===== src/rtl/mem_access_stage.sv =====
// RISC-V MEM stage: data-memory request/handshake, byte lanes, load formatting, MEM/WB register.
// Optional `define MISALIGN_TRAP_EN suppresses misaligned accesses and reports them on misalign_W.
module mem_access_stage #(
  parameter int unsigned ADDR_WIDTH = 32,
  parameter int unsigned DAT_WIDTH  = 32
) (
  input  logic                  clk,
  input  logic                  rst_n,
  input  logic                  valid_M,
  input  logic                  MemRead_M,
  input  logic                  MemWrite_M,
  input  logic                  MemtoReg_M,
  input  logic                  RegWrite_M,
  input  logic [2:0]            funct3_M,
  input  logic [4:0]            rd_M,
  input  logic [DAT_WIDTH-1:0]  ALU_result_M,
  input  logic [DAT_WIDTH-1:0]  wdata_M,
  input  logic [ADDR_WIDTH-1:0] PC_4M,
  output logic                  dmem_req,
  output logic                  dmem_we,
  output logic [ADDR_WIDTH-1:0] dmem_addr,
  output logic [3:0]            dmem_be,
  output logic [DAT_WIDTH-1:0]  dmem_wdata,
  input  logic [DAT_WIDTH-1:0]  dmem_rdata,
  input  logic                  dmem_ready,
  output logic                  stall_M,
  output logic                  valid_W,
  output logic                  MemtoReg_W,
  output logic                  RegWrite_W,
  output logic [4:0]            rd_W,
  output logic [ADDR_WIDTH-1:0] PC_4W,
  output logic [DAT_WIDTH-1:0]  ALU_result_W,
`ifdef MISALIGN_TRAP_EN
  output logic                  misalign_W,
`endif
  output logic [DAT_WIDTH-1:0]  rdata_W
);

  typedef enum logic {S_IDLE, S_WAIT} state_t;

  state_t state_q, state_d;

  logic [1:0]           off;
  logic                 is_byte, is_half;
  logic                 mem_op, misalign, access;
  logic [7:0]           ld_byte;
  logic [15:0]          ld_half;
  logic [DAT_WIDTH-1:0] ld_fmt;

  logic                  valid_q, valid_d;
  logic                  memtoreg_q, memtoreg_d;
  logic                  regwrite_q, regwrite_d;
  logic                  misalign_q, misalign_d;
  logic [4:0]            rd_q, rd_d;
  logic [ADDR_WIDTH-1:0] pc4_q, pc4_d;
  logic [DAT_WIDTH-1:0]  alu_q, alu_d;
  logic [DAT_WIDTH-1:0]  rdata_q, rdata_d;

  always_comb begin
    off     = ALU_result_M[1:0];
    is_byte = (funct3_M[1:0] == 2'b00);
    is_half = (funct3_M[1:0] == 2'b01);
    mem_op  = valid_M & (MemRead_M | MemWrite_M);
`ifdef MISALIGN_TRAP_EN
    misalign = mem_op & ((is_half & off[0]) | (!is_byte && !is_half && (off != 2'b00)));
`else
    misalign = 1'b0;
`endif
    access = mem_op & !misalign;
  end

  // Request/stall gated by rst_n so an abandoned access is dropped immediately.
  always_comb begin
    state_d  = state_q;
    dmem_req = rst_n & (access | (state_q == S_WAIT));
    stall_M  = rst_n & access & !dmem_ready;
    dmem_we  = MemWrite_M;
    case (state_q)
      S_IDLE: if (access && !dmem_ready) state_d = S_WAIT;
      S_WAIT: if (dmem_ready) state_d = S_IDLE;
      default: state_d = S_IDLE;
    endcase
  end

  always_comb begin
    dmem_addr  = {ALU_result_M[ADDR_WIDTH-1:2], 2'b00};
    dmem_be    = 4'b1111;
    dmem_wdata = wdata_M;
    if (MemWrite_M) begin
      if (is_byte) begin
        dmem_be    = 4'b0001 << off;
        dmem_wdata = {4{wdata_M[7:0]}};
      end else if (is_half) begin
        dmem_be    = off[1] ? 4'b1100 : 4'b0011;
        dmem_wdata = {2{wdata_M[15:0]}};
      end
    end
  end

  always_comb begin
    case (off)
      2'd0:    ld_byte = dmem_rdata[7:0];
      2'd1:    ld_byte = dmem_rdata[15:8];
      2'd2:    ld_byte = dmem_rdata[23:16];
      default: ld_byte = dmem_rdata[31:24];
    endcase
    ld_half = off[1] ? dmem_rdata[31:16] : dmem_rdata[15:0];
    case (funct3_M)
      3'b000:  ld_fmt = {{24{ld_byte[7]}}, ld_byte};
      3'b100:  ld_fmt = {24'h0, ld_byte};
      3'b001:  ld_fmt = {{16{ld_half[15]}}, ld_half};
      3'b101:  ld_fmt = {16'h0, ld_half};
      default: ld_fmt = dmem_rdata;
    endcase
  end

  // A stall inserts a bubble: only valid/RegWrite drop, payload fields hold.
  always_comb begin
    valid_d    = valid_q;
    memtoreg_d = memtoreg_q;
    regwrite_d = regwrite_q;
    misalign_d = misalign_q;
    rd_d       = rd_q;
    pc4_d      = pc4_q;
    alu_d      = alu_q;
    rdata_d    = rdata_q;
    if (stall_M) begin
      valid_d    = 1'b0;
      regwrite_d = 1'b0;
    end else begin
      valid_d    = valid_M;
      memtoreg_d = MemtoReg_M;
      regwrite_d = RegWrite_M & valid_M & !misalign;
      misalign_d = misalign;
      rd_d       = rd_M;
      pc4_d      = PC_4M;
      alu_d      = ALU_result_M;
      rdata_d    = (valid_M && MemRead_M && !misalign) ? ld_fmt : '0;
    end
  end

  always_ff @(posedge clk) begin
    if (!rst_n) begin
      state_q    <= S_IDLE;
      valid_q    <= 1'b0;
      memtoreg_q <= 1'b0;
      regwrite_q <= 1'b0;
      misalign_q <= 1'b0;
      rd_q       <= '0;
      pc4_q      <= '0;
      alu_q      <= '0;
      rdata_q    <= '0;
    end else begin
      state_q    <= state_d;
      valid_q    <= valid_d;
      memtoreg_q <= memtoreg_d;
      regwrite_q <= regwrite_d;
      misalign_q <= misalign_d;
      rd_q       <= rd_d;
      pc4_q      <= pc4_d;
      alu_q      <= alu_d;
      rdata_q    <= rdata_d;
    end
  end

  assign valid_W      = valid_q;
  assign MemtoReg_W   = memtoreg_q;
  assign RegWrite_W   = regwrite_q;
  assign rd_W         = rd_q;
  assign PC_4W        = pc4_q;
  assign ALU_result_W = alu_q;
  assign rdata_W      = rdata_q;
`ifdef MISALIGN_TRAP_EN
  assign misalign_W   = misalign_q;
`else
  logic unused_misalign;
  assign unused_misalign = misalign_q;
`endif

endmodule


===== config.mk =====
export PLATFORM = sky130hd
export DESIGN_NAME = mem_access_stage
export DESIGN_NICKNAME = d
export VERILOG_FILES = /design/src/rtl/mem_access_stage.sv
export SDC_FILE = /design/constraint.sdc
export NUM_CORES = 1
export LEC_CHECK = 0
export ABC_AREA = 1
export CORE_AREA = 4 4 125 127
export CTS_BUF_LIST = sky130_fd_sc_hd__clkbuf_4 sky130_fd_sc_hd__clkbuf_8
export CTS_CLUSTER_DIAMETER = 100
export DETAILED_ROUTE_END_ITERATION = 10
export DIE_AREA = 0 0 129 131
export DONT_BUFFER_PORTS = 1
export GPL_TIMING_DRIVEN = 0
export HOLD_SLACK_MARGIN = 0.12
export PLACE_DENSITY = 0.6
export SYNTH_ARGS = -nofsm -noshare
export SYNTH_HDL_FRONTEND = slang
export SYNTH_SLANG_ARGS = --single-unit

===== constraint.sdc =====
create_clock -name clk -period 1.35 [get_ports clk]
set_input_delay 0.2025 -clock clk [delete_from_list [all_inputs] [get_ports clk]]
set_output_delay 0.2025 -clock clk [all_outputs]
set_load 0.01 [all_outputs]

==> results.json <==
{
  "run_status": "finished, final reports clean",
  "layout-area-overhead-vs-synth_pct": 30.91,
  "nets": 996,
  "cts_tree": "yes",
  "min_period_ns": 1.300,
  "total_clock_buffers_created_by_cts": 9,
  "ir_worst_vdd_mv": 0.4137,
  "multiplexer_fraction_of_the_synthesized_cell_area_pct": 0,
  "io_pins": 319,
  "slew_violations": 0,
  "leakagePower_nw": 3.304,
  "ys_seq_area_share_pct": 42.19,
  "dieWidth_um": 129,
  "placementRows": 44,
  "pre_cts_ws_ns": -0.2414,
  "setup_tns_ns": 0,
  "detail-route-antenna-nets": 0,
  "design.die.area_mm2": 0.01690,
  "timing.hold.worst.start": "funct3_M[2]",
  "ys_ff_latch": 105,
  "timing.critical_path.arrival_ns": 1.10,
  "pwr_density_cell_mw_per_mm2": 1071,
  "clock.fmax_mhz": 769.2,
  "clock_skew_ns": 0,
  "start_util_pct": 34.54,
  "grt_pass1_wl_um": 27050,
  "drt_pre_antenna_iters": 4,
  "cts-root-to-sink-buffers": 2,
  "clock_sinks": 105,
  "cts_max_level": 3,
  "post_synthesis_cells": 739,
  "synth-simple-area-share_pct": 39.55,
  "antenna_found_initial": 1,
  "wl_per_cell_um": 17.92,
  "core_mm2": 0.01442,
  "via_per_inst": 4.865,
  "synth_adder_area_share_pct": 0,
  "finalHoldViolCount": 0,
  "first_global_vias": 4941,
  "clock_insertion_delay_at_the_later_pin_of_the_skew_report_ns": 0.37,
  "mostFrequentLayoutCells": "nand2_1 (323), dfxtp_1 (105), nand3_1 (100), dlygate4sd3_1 (100), buf_4 (51)",
  "hold_path_class": "in2reg",
  "globalRouteMet2Util_pct": 38.02,
  "dp.final_hpwl_um": 14170,
  "report.power.total_w": 0.006987,
  "cts_root_buf": "clkbuf_8",
  "grt-ovfl-total": 0,
  "global_route.usage.total_pct": 20.95,
  "route.detailed.drc": 0,
  "unrepaired_setup_endpoints_after_global_routing": "false",
  "worst_setup_path_end_kind": "output port",
  "synth_top_family_by_area": "simple AND/OR/NAND/NOR gates",
  "mostFrequentLayoutCell": "nand2_1",
  "worstSetupStartpoint": "funct3_M[1]",
  "yosys.area_share.xor_xnor_pct": 0,
  "min_period_over_period_pct": 96.30,
  "clkTransAtPathRegs_ns": 0.10,
  "hold-worst-slack_ns": 0.1263,
  "dieHeight_um": 131,
  "detailroute.via_count": 5069,
  "setup_slack_ns": 0.05000,
  "grt_start_max_net_pins": 19,
  "gpl.final_weighted_congestion": 0.9145,
  "synthDistinctLibCells": 26,
  "synth.cell_area_mm2": 0.004982,
  "critPathLaunchType": "input port",
  "max-cap-violations": 0,
  "syn_area_per_cell_um2": 6.742,
  "number_of_drc_violations_after_detailed_routing_iteration_0": 247,
  "drive_gt1_share_pct": 12.60,
  "timing.critical_path.fanout_max": 10,
  "setup.worst_path.class": "in2out",
  "buffer_ports.inserted": 0,
  "grt-busiest-layer": "met2",
  "utilization_pct": 45.22,
  "wl_um": 18680,
  "grt_use_met1_pct": 22.02,
  "crit_required_ns": 1.15,
  "yosysWarnings": 0,
  "setup-violations-final": 0,
  "globalRouteMet3Util_pct": 6.789,
  "area_fraction_in_compound_gates_after_synthesis_pct": 4.219,
  "r2r-start": "state_q$_SDFF_PN0_"
}
## area by class of cell
type,instances,area (um2)
Multi-Input combinational cell,513,2207
Fill cell,1462,7901
Antenna cell,1,2.502
Inverter,42,160.2
Tap cell,184,230.2
Timing Repair Buffer,102,1016
Buffer,79,558.0
Sequential cell,105,2102
Clock inverter,6,115.1
Clock buffer,10,131.4
## final timing paths
kind,end,slack (ns),cells past startpoint
max,dmem_wdata[10],0.05,6
min,rdata_W[15]$_SDFFE_PN0N_,0.13,5
max reg2reg,state_q$_SDFF_PN0_,0.67,2
min reg2reg,rdata_W[1]$_SDFFE_PN0N_,0.50,2
## cell usage after synthesis
master / instances / area (um2)
a21oi_1: 7 / 35.03
a32oi_1: 1 / 8.760
buf_1: 1 / 3.750
buf_2: 15 / 75.07
buf_4: 50 / 375.4
buf_6: 4 / 45.04
clkbuf_1: 10 / 37.54
clkinv_1: 1 / 3.750
clkinv_2: 1 / 5.000
conb_1: 1 / 3.750
dfxtp_1: 105 / 2102
inv_1: 36 / 135.1
inv_2: 4 / 15.01
nand2_1: 324 / 1216
nand2_2: 1 / 6.260
nand2_4: 2 / 22.52
nand3_1: 100 / 500.5
nand3_2: 2 / 20.02
nand3_4: 1 / 17.52
nand4_1: 1 / 6.260
nor2_1: 39 / 146.4
nor2_2: 2 / 12.51
nor2_4: 2 / 22.52
o211ai_1: 7 / 52.55
o21ai_0: 21 / 105.1
o221ai_1: 1 / 8.760
## cell families after synthesis
kind of cell | after synthesis
AO/OA/AOI/OAI | 37
other | 1
buffers and inverters | 122
AND/OR/NAND/NOR | 474
flip-flops | 105
## where the power goes
part	total (W)	internal, W	leakage (nW)	switching, W
Combinational	0.00110	0.000504	2.31	0.000596
Clock	0.00240	0.00127	0.126	0.00113
Sequential	0.00349	0.00327	0.867	0.000217
## state kept, by name (all words and copies together), names as in the netlist
signal        cells
rdata_W          32
valid_W           1
rd_W              5
state_q           1
MemtoReg_W        1
PC_4W            32
RegWrite_W        1
ALU_result_W     32
## per-stage QoR
step           std cells  cell area (um2)
2_1_floorplan        740             4986
3_3_place_gp         924             5216
3_5_place_dp         924             5216
4_1_cts             1039             6482
5_1_grt             1042             6523
6_report            1042             6523
## routing by layer
metal	vias to the layer above	share of wire, %	routed length, um
met1	2269	35	6475
li1	2494	-	-
met4	0	3.6	663
met2	268	51	9602
met5	-	0	0
met3	38	10	1936
## timing repair
| item | in CTS | in global routing |
|---|---|---|
| resized for setup | 9 | 8 |
| pin swaps | 1 | 2 |
| endpoints found under the setup margin | 26 | 28 |
| buffers inserted | 0 | 2 |
| cloned | 0 | 0 |
| endpoints found under the hold margin | 99 | 0 |
| hold buffers | 100 | 0 |
## worst max-delay path: stages
cell,delay [ns]
buf_6,0.13
inv_2,0.06
nand2_1,0.13
nor2_4,0.06
buf_6,0.13
o21ai_0,0.37
No activity file was read; power rests on OpenSTA's default activity.
